File: src/rtl/SB_IO.sv
// Behavioural stand-in for the iCE40 SB_IO primitive, covering only the
// output-register path used by the HUB75 pin stages.
module SB_IO #(
  parameter logic [5:0] PIN_TYPE = 6'b010100
) (
  output logic PACKAGE_PIN,
  input  logic OUTPUT_CLK,
  input  logic D_OUT_0
);

  generate
    if (PIN_TYPE[5:2] == 4'b0101) begin : g_registered
      always_ff @(posedge OUTPUT_CLK) begin
        PACKAGE_PIN <= D_OUT_0;
      end
    end else begin : g_direct
      assign PACKAGE_PIN = D_OUT_0;
    end
  endgenerate

endmodule

File: src/rtl/hub75_blanking.sv
// HUB75 output-enable stage: lights the panel for plane_weight LSB units,
// with a live brightness limit inside each unit, through a registered IOB.
module hub75_blanking #(
  parameter int N_PLANES = 8
) (
  input  logic                clk,
  input  logic                rst,
  output logic                hub75_blank,
  input  logic [N_PLANES-1:0] blank_plane,
  input  logic                blank_go,
  output logic                blank_rdy,
  input  logic [7:0]          cfg_bcm_bit_len,
  input  logic [7:0]          cfg_brightness
);

  typedef enum logic {
    ST_IDLE = 1'b0,
    ST_ON   = 1'b1
  } state_t;

  localparam logic [N_PLANES-1:0] WEIGHT_ONE = N_PLANES'(1);

  state_t              state;
  logic [N_PLANES-1:0] weight;
  logic [7:0]          unit_len;
  logic [7:0]          unit_cnt;
  logic                on;
  logic                iob_d;

  always_ff @(posedge clk) begin
    if (rst) begin
      state     <= ST_IDLE;
      blank_rdy <= 1'b1;
      weight    <= '0;
      unit_len  <= '0;
      unit_cnt  <= '0;
    end else begin
      case (state)
        ST_IDLE: begin
          if (blank_go && (blank_plane != '0)) begin
            state     <= ST_ON;
            blank_rdy <= 1'b0;
            weight    <= blank_plane;
            unit_len  <= cfg_bcm_bit_len;
            unit_cnt  <= '0;
          end
        end
        ST_ON: begin
          // Weight counts down once per completed LSB unit; the last unit ends the period.
          if (unit_cnt == unit_len) begin
            unit_cnt <= '0;
            weight   <= weight - WEIGHT_ONE;
            if (weight == WEIGHT_ONE) begin
              state     <= ST_IDLE;
              blank_rdy <= 1'b1;
            end
          end else begin
            unit_cnt <= unit_cnt + 8'd1;
          end
        end
        default: begin
          state     <= ST_IDLE;
          blank_rdy <= 1'b1;
        end
      endcase
    end
  end

  assign on    = (state == ST_ON) && (unit_cnt < cfg_brightness);
  // Forcing D high during reset blanks the pin from the first edge despite the IOB having no reset.
  assign iob_d = rst | ~on;

  SB_IO #(
    .PIN_TYPE(6'b010100)
  ) u_blank_iob (
    .PACKAGE_PIN(hub75_blank),
    .OUTPUT_CLK (clk),
    .D_OUT_0    (iob_d)
  );

endmodule

File: config.mk
export PLATFORM = sky130hd
export DESIGN_NAME = hub75_blanking
export DESIGN_NICKNAME = d
export VERILOG_FILES = /design/src/rtl/SB_IO.sv /design/src/rtl/hub75_blanking.sv
export SDC_FILE = /design/constraint.sdc
export NUM_CORES = 1
export LEC_CHECK = 0
export CORE_UTILIZATION = 47
export DETAILED_ROUTE_END_ITERATION = 8
export PLACE_DENSITY = 0.75
export SYNTH_ARGS = -nofsm -noshare
export SYNTH_HDL_FRONTEND = slang
export SYNTH_HIERARCHICAL = 1
export SYNTH_SLANG_ARGS = --single-unit
File: constraint.sdc
create_clock -name clk -period 1.7 [get_ports clk]
set_input_delay 0.51 -clock clk [delete_from_list [all_inputs] [get_ports clk]]
set_output_delay 0.51 -clock clk [all_outputs]
set_load 0.01 [all_outputs]
==> insert_results.sql <==
INSERT INTO impl_metrics (metric_group, metric, value, unit) VALUES
('critical_path', 'reg2reg_from', 'weight[2]', ''),
('routing', 'routed_wire_length', '4.08', 'mm'),
('power_and_ir_drop', 'pwr_density_cell', '659', 'nW/µm²'),
('critical_path', 'ff2ff_setup_slack', '-40', 'ps'),
('sta', 'max_slew_margin', '0.736', ''),
('routing', 'maxUsedRoutingLayer', 'met4', ''),
('clock_tree', 'cts_htree_levels', '1', ''),
('hold_path', 'timing.hold.worst_path_depth', '2', ''),
('clock_tree', 'clk_path_buf_depth', '2', ''),
('final_layout', 'fin_nets', '289', ''),
('global_route', 'first_global_vias', '1435', ''),
('placed_design', 'place.gp.congestion', '0.780', ''),
('sta', 'fin_hold_ws', '518', 'ps'),
('clock_tree', 'cts_tree', 'yes', ''),
('critical_path', 'setup.worst_path.start_class', 'flip-flop', ''),
('critical_path', 'endpoint_kind', 'flip-flop', ''),
('floorplan', 'die_width', '61.4', 'µm'),
('routing', 'met3RoutedLength', '175', 'µm'),
('synthesis', 'synth_most_common_cell', 'sky130_fd_sc_hd__dfxtp_1', ''),
('critical_path', 'startpoint', 'weight[2]', ''),
('clock_tree', 'insertion_delay', '330', 'ps'),
('final_layout', 'antenna_cells', '0', ''),
('final_layout', 'area_growth', '39.5', '%'),
('synthesis', 'netlist.top_cell.by_area', 'sky130_fd_sc_hd__dfxtp_1', ''),
('placed_design', 'post-dp-hpwl', '3.02', 'mm'),
('synthesis', 'syn_area_per_cell', '8.58', 'µm²'),
('critical_path', 'worst-path-max-fanout', '2', ''),
('routing', 'drt_first_iter_violations', '70', ''),
('synthesis', 'seq_area_frac_synth', '0.326', ''),
('synthesis', 'ys_seq_elements', '27', ''),
('sta', 'max_freq', '0.576', 'GHz'),
('run_status', 'violations', 'negative setup slack', ''),
('final_layout', 'postLayoutCoreUtil', '0.687', ''),
('routing', 'num_vias', '1616', ''),
('run_status', 'outcome', 'finished with violations', ''),
('placed_design', 'placed_cells_incl_taps', '291', ''),
('global_route', 'grt_antenna_before_repair', '0', ''),
('synthesis', 'synthesis.instances', '193', ''),
('routing', 'drt_drc_violations_left', '0', ''),
('synthesis', 'synth_enable_flop_cells', '0', ''),
('routing', 'wl_per_cell', '13.7', 'µm'),
('sta', 'finalHoldViolations', '0', ''),
('placed_design', 'numPortBuffers', '28', ''),
('floorplan', 'dieArea', '3770', 'µm²'),
('critical_path', 'timing.reg2reg.worst_path_depth', '5', ''),
('clock_tree', 'numCtsBuffers', '3', ''),
('clock_tree', 'clock_tree.root_cell', 'sky130_fd_sc_hd__clkbuf_4', ''),
('synthesis', 'area_share_of_the_largest_cell_type_after_synthesis', '0.326', ''),
('sta', 'final_min_period_over_clock_period', '1.02', ''),
('power_and_ir_drop', 'total_power', '1.52', 'mW'),
('sta', 'postLayoutSetupSlackWorst', '-37.2', 'ps'),
('routing', 'm1WireLength', '2.07', 'mm'),
('sta', 'number_of_max_slew_violations_in_the_final_report', '0', ''),
('sta', 'worstMarginPinSlew', '390', 'ps'),
('sta', 'min_period', '1740', 'ps'),
('global_route', 'grt-ovfl-total', '0', ''),
('sta', 'grt_setup_unrepaired', 'yes', ''),
('routing', 'dr_wl_met2', '1.79', 'mm'),
('floorplan', 'core', '3360', 'µm²'),
('global_route', 'grt_pass1_wl', '6.49', 'mm'),
('critical_path', 'critPathArrivalTime', '2010', 'ps'),
('synthesis', 'synth.cell_area', '1660', 'µm²'),
('global_route', 'grt_use_total', '0.233', ''),
('hold_path', 'hold_path_class', 'flip-flop to flip-flop', ''),
('synthesis', 'yosysWarnings', '6', ''),
('synthesis', 'netlist_top_cells_count', 'sky130_fd_sc_hd__dfxtp_1 (27), sky130_fd_sc_hd__o21ai_0 (20), sky130_fd_sc_hd__nor2_1 (17), sky130_fd_sc_hd__nand2_1 (16)', ''),
('floorplan', 'die_height', '61.4', 'µm'),
('routing', 'drt_first_pass_iters', '4', ''),
('sta', 'setup-violations-final', '2', ''),
('clock_tree', 'cts_sinks', '27', ''),
('power_and_ir_drop', 'leakage', '0.996', 'nW');
==> layout make-up <==
class                   count  area, µm²
flip-flops and latches     27        554
well taps                  46       57.6
fillers                   295       1050
inverters                  12       45.0
repair buffers             63        556
clock buffers               4       26.3
multi-input cells         145       1070
==> placed cells by master (no fill, tap or decap), drive strengths merged, types with 2 or more instances in the layout <==
master,instances
nand2,16
nand3,3
and3,5
dlymetal6s2s,4
a2111o,3
dlygate4sd2,4
nor4,6
a311oi,2
xnor2,12
nand4,2
clkbuf,4
a21oi,10
nor2,17
mux2i,9
inv,12
o21ai,20
dfxtp,27
a31oi,3
a21o,3
or4,2
ha,10
buf,35
nor3b,5
o2111ai,3
clkdlybuf4s50,20
nor3,4
==> through the flow <==
step | cell area [µm²] | setup TNS, ps | setup slack (ps)
floorplan | 1660 | 0 | 11.9
global placement | 2160 | -10570 | -444
detailed placement | 2160 | -11150 | -490
CTS | 2220 | -46.3 | -41.1
global route | 2310 | -203 | -134
finish | 2310 | -42.4 | -37.2
==> repair_timing <==
item / 4_1_cts / 5_1_grt
cloned: 1 / 0
pin swaps: 1 / 15
gates resized for setup: 16 / 27
hold buffers: 0 / 0
setup buffers: 0 / 1
setup endpoints to repair: 25 / 28
==> worst min-delay path by stage <==
stage                         start         to  slack [ps]
after floorplan           weight[7]  weight[7]         480
after CTS                 weight[7]  weight[7]         520
after global routing      blank_rdy  blank_rdy         550
after global placement    blank_rdy  blank_rdy         470
final                     blank_rdy  blank_rdy         520
after detailed placement  blank_rdy  blank_rdy         500
==> worst max-delay path, cell delays in order (launching register included) <==
cell and delay (ps):
sky130_fd_sc_hd__dfxtp_2 350, sky130_fd_sc_hd__or4_4 550, sky130_fd_sc_hd__nor4_4 150, sky130_fd_sc_hd__xnor2_1 90, sky130_fd_sc_hd__a2111o_1 410, sky130_fd_sc_hd__a21oi_1 120
==> flip-flops by register name (all words and copies together) (netlist names) <==
signal and flops:
unit_cnt 8, unit_len 8, weight 8, blank_rdy 1, state 1, u_blank_iob/PACKAGE_PIN 1
==> metal layers <==
layer  GRT usage  up-vias
met5           0        -
met4      0.0635        0
met3      0.0294        6
met2       0.363       38
met1       0.339      750
li1            -      822
==> power by group <==
part | switching (mW) | internal (mW)
combinational | 0.243 | 0.284
sequential | 0.0398 | 0.678
clock | 0.187 | 0.0920
==> cell families (layout without fill, tap and decap cells) <==
group                    after synthesis  in the layout  synth area share
AO/OA/AOI/OAI                         50             50             0.196
buffers and inverters                 21             79            0.0785
multiplexers                           9              9            0.0544
adder cells (fa/ha/maj)               10             10            0.0755
XOR/XNOR                              13             13            0.0687
AND/OR/NAND/NOR                       63             63             0.201
flip-flops                            27             27             0.326
No activity file was read; power rests on OpenSTA's default activity.
==> RTL edit (config.mk and constraints unchanged) <==
`N_PLANES`: 8 -> 16.
--- a/src/rtl/hub75_blanking.sv
+++ b/src/rtl/hub75_blanking.sv
@@ -1,7 +1,7 @@
 // HUB75 output-enable stage: lights the panel for plane_weight LSB units,
 // with a live brightness limit inside each unit, through a registered IOB.
 module hub75_blanking #(
-  parameter int N_PLANES = 8
+  parameter int N_PLANES = 16
 ) (
   input  logic                clk,
   input  logic                rst,
Interface: changed (resized blank_plane); port bits go from 29 to 37. No check against the original RTL was run, so the function may have changed too.
==> RTL edit against the original RTL <==
  * The run still ends with setup timing left
  * Sequential cell count increased by 8
  * Cell area increased by 35%
  * Clock power increased to 2.8 times the old value
  * Worst setup slack got worse by 300 ps
  * Total power increased by 64%
  * Wire length increased by 52%
  * Clock skew increased by 6.4 ps
  * Synthesized area increased by 28%
  * Register-to-register slack got worse by 200 ps
  * Largest power group unchanged
==> RTL edit: results (changes against the original RTL) <==
| Metric | Value |
|---|---|
| Outcome | finished, violations left (unchanged) |
| Failing checks | setup timing (unchanged) |
| Peak supply drop | 0.000489 V (was 0.000399 V) |
| Capturing point of the worst reg2reg path | weight[3] (was weight[7]) |
| Delay-heaviest family, CP | compound AO/OA/AOI/OAI gates (was simple AND/OR/NAND/NOR gates) |
| Number of port buffers | 36 (was 28) |
| Post-synth EDFFs | 0 (unchanged) |
| R2R cell count | 6 (was 5) |
| Ranking of synthesized cells by area | dfxtp_1 (33%), ha_1 (5.9%), nand2_1 (5.9%) (was dfxtp_1 (33%), ha_1 (7.6%), xnor2_1 (6.3%)) |
| Top flop regs | weight: 16 flops, unit_cnt: 8 flops, unit_len: 8 flops (was unit_cnt: 8 flops, unit_len: 8 flops, weight: 8 flops) |
| # setup viols final | 34 (was 2) |
| Number of global-route vias before repair | 2238 (was 1435) |
| Num CTS Buffers | 5 (was 3) |
| Detailed Routing Iterations Pass 1 | 5 (was 4) |
| Nets@finish | 384 (was 289) |
| Worst rel slew slack | 0.667 (was 0.736) |
| Syn nets | 288 (was 230) |
| Worst R2R Start | unit_cnt[4] (was weight[2]) |
| Skew final | 11.6 ps (was 5.24 ps) |
| Post-DP HPWL | 4.53 mm (was 3.02 mm) |
| Sequential element share of the synthesized area | 0.331 (was 0.326) |
| RePlAce Congestion | 0.940 (was 0.780) |
| Final WL | 6.20 mm (was 4.08 mm) |
| Maximum fanout along the worst path | 8 (was 2) |
| Initial DRC Count | 229 (was 70) |
| Skew-Pair Late Insertion Delay | 290 ps (was 330 ps) |
| P_leak | 1.39 nW (was 0.996 nW) |
| FF-to-FF setup slack | -240 ps (was -40 ps) |
| Via density | 5.71 (was 5.44) |
| Layout Utilization | 0.722 (was 0.687) |
| Count of different cell masters after synthesis | 57 (was 36) |
| First-pass GRT wire length | 10.1 mm (was 6.49 mm) |
| Largest net degree at the start of global routing | 17 (was 18) |
| Hold slack | 451 ps (was 518 ps) |
| Share of post-route cells with drive strength above 1 | 0.300 (was 0.251) |
| Fin worst setup slack | -341 ps (was -37.2 ps) |
| Tot GR Track Use | 0.261 (was 0.233) |
| Post-synth top cells | dfxtp_1 (35), nand2_1 (33), nor2_1 (14), a21oi_1 (13), inv_1 (13) (was dfxtp_1 (27), o21ai_0 (20), nor2_1 (17), nand2_1 (16)) |
| Worst-path clk slew | 80 ps (was 140 ps) |
| CTS H-tree lvls | 2 (was 1) |
| Arr. time, crit path | 2230 ps (was 2010 ps) |
==> RTL edit: kinds of logic (layout without fill, tap and decap cells) <==
family / count (synthesis) / in the layout / share of synthesized area
multiplexers: 2 / 2 / 0.0101
adder cells (fa/ha/maj): 10 / 10 / 0.0592
XOR/XNOR: 11 / 11 / 0.0456
buffers and inverters: 23 / 119 / 0.0503
AND/OR/NAND/NOR: 94 / 95 / 0.256
AO/OA/AOI/OAI: 68 / 68 / 0.247
flip-flops: 35 / 35 / 0.331
==> RTL edit: worst max-delay path by stage <==
stage	to	startpoint	cells after the start	slack, ps
2_1_floorplan	weight[2]	blank_plane[14]	5	-440
3_3_place_gp	weight[6]	blank_plane[5]	6	-890
3_5_place_dp	unit_cnt[4]	blank_plane[3]	6	-940
4_1_cts	weight[7]	blank_plane[15]	6	-290
5_1_grt	unit_len[7]	blank_plane[5]	7	-350
6_report	weight[14]	blank_plane[7]	6	-340
==> RTL edit: report_power, final <==
| part | switching (W) | internal (W) |
|---|---|---|
| registers | 0.0000349 | 0.000877 |
| logic | 0.000388 | 0.000404 |
| clock network | 0.000350 | 0.000445 |
==> RTL edit: worst register-to-register path, delay by kind of cell, from the launching register on <==
kind / cells / cell delay (ps)
buffers and inverters: 1 / 190
XOR/XNOR: 1 / 180
AND/OR/NAND/NOR: 3 / 860
AO/OA/AOI/OAI: 1 / 270
flip-flops: 1 / 340
==> RTL edit: per-layer routing <==
layer	global-route usage	vias to the layer above	part of all wire	wire length [um]
li1	-	1103	-	-
met4	0.0952	0	0.014	88
met2	0.421	101	0.46	2830
met1	0.350	1022	0.46	2850
met5	0	-	0	0
met3	0.0439	14	0.069	427
==> RTL edit: through the flow <==
| step | TNS (ps) | std cells | setup WS (ps) | area, sq um | power, W |
|---|---|---|---|---|---|
| 2_1_floorplan | -11830 | 243 | -440 | 2110 | 0.00130 |
| 3_3_place_gp | -29130 | 380 | -891 | 2960 | 0.00167 |
| 3_5_place_dp | -30540 | 380 | -939 | 2960 | 0.00168 |
| 4_1_cts | -7930 | 388 | -291 | 3050 | 0.00247 |
| 5_1_grt | -9630 | 392 | -346 | 3120 | 0.00261 |
| 6_report | -8930 | 392 | -341 | 3120 | 0.00250 |
==> RTL edit: cell type report <==
type                            count  area, sq um
Clock buffer                        5         68.8
Clock inverter                      3         47.5
Fill cell                         340         1200
Inverter                           14         52.6
Multi-Input combinational cell    186         1350
Sequential cell                    35          701
Tap cell                           52         65.1
Timing Repair Buffer               97          833
==> RTL edit: what timing repair did <==
action                                  CTS  global route
buffers inserted                          0             3
gates cloned                              0             1
endpoints found under the setup margin   34            36
hold endpoints to repair                  0             0
gates resized for setup                  53             9
pin swaps                                15            11
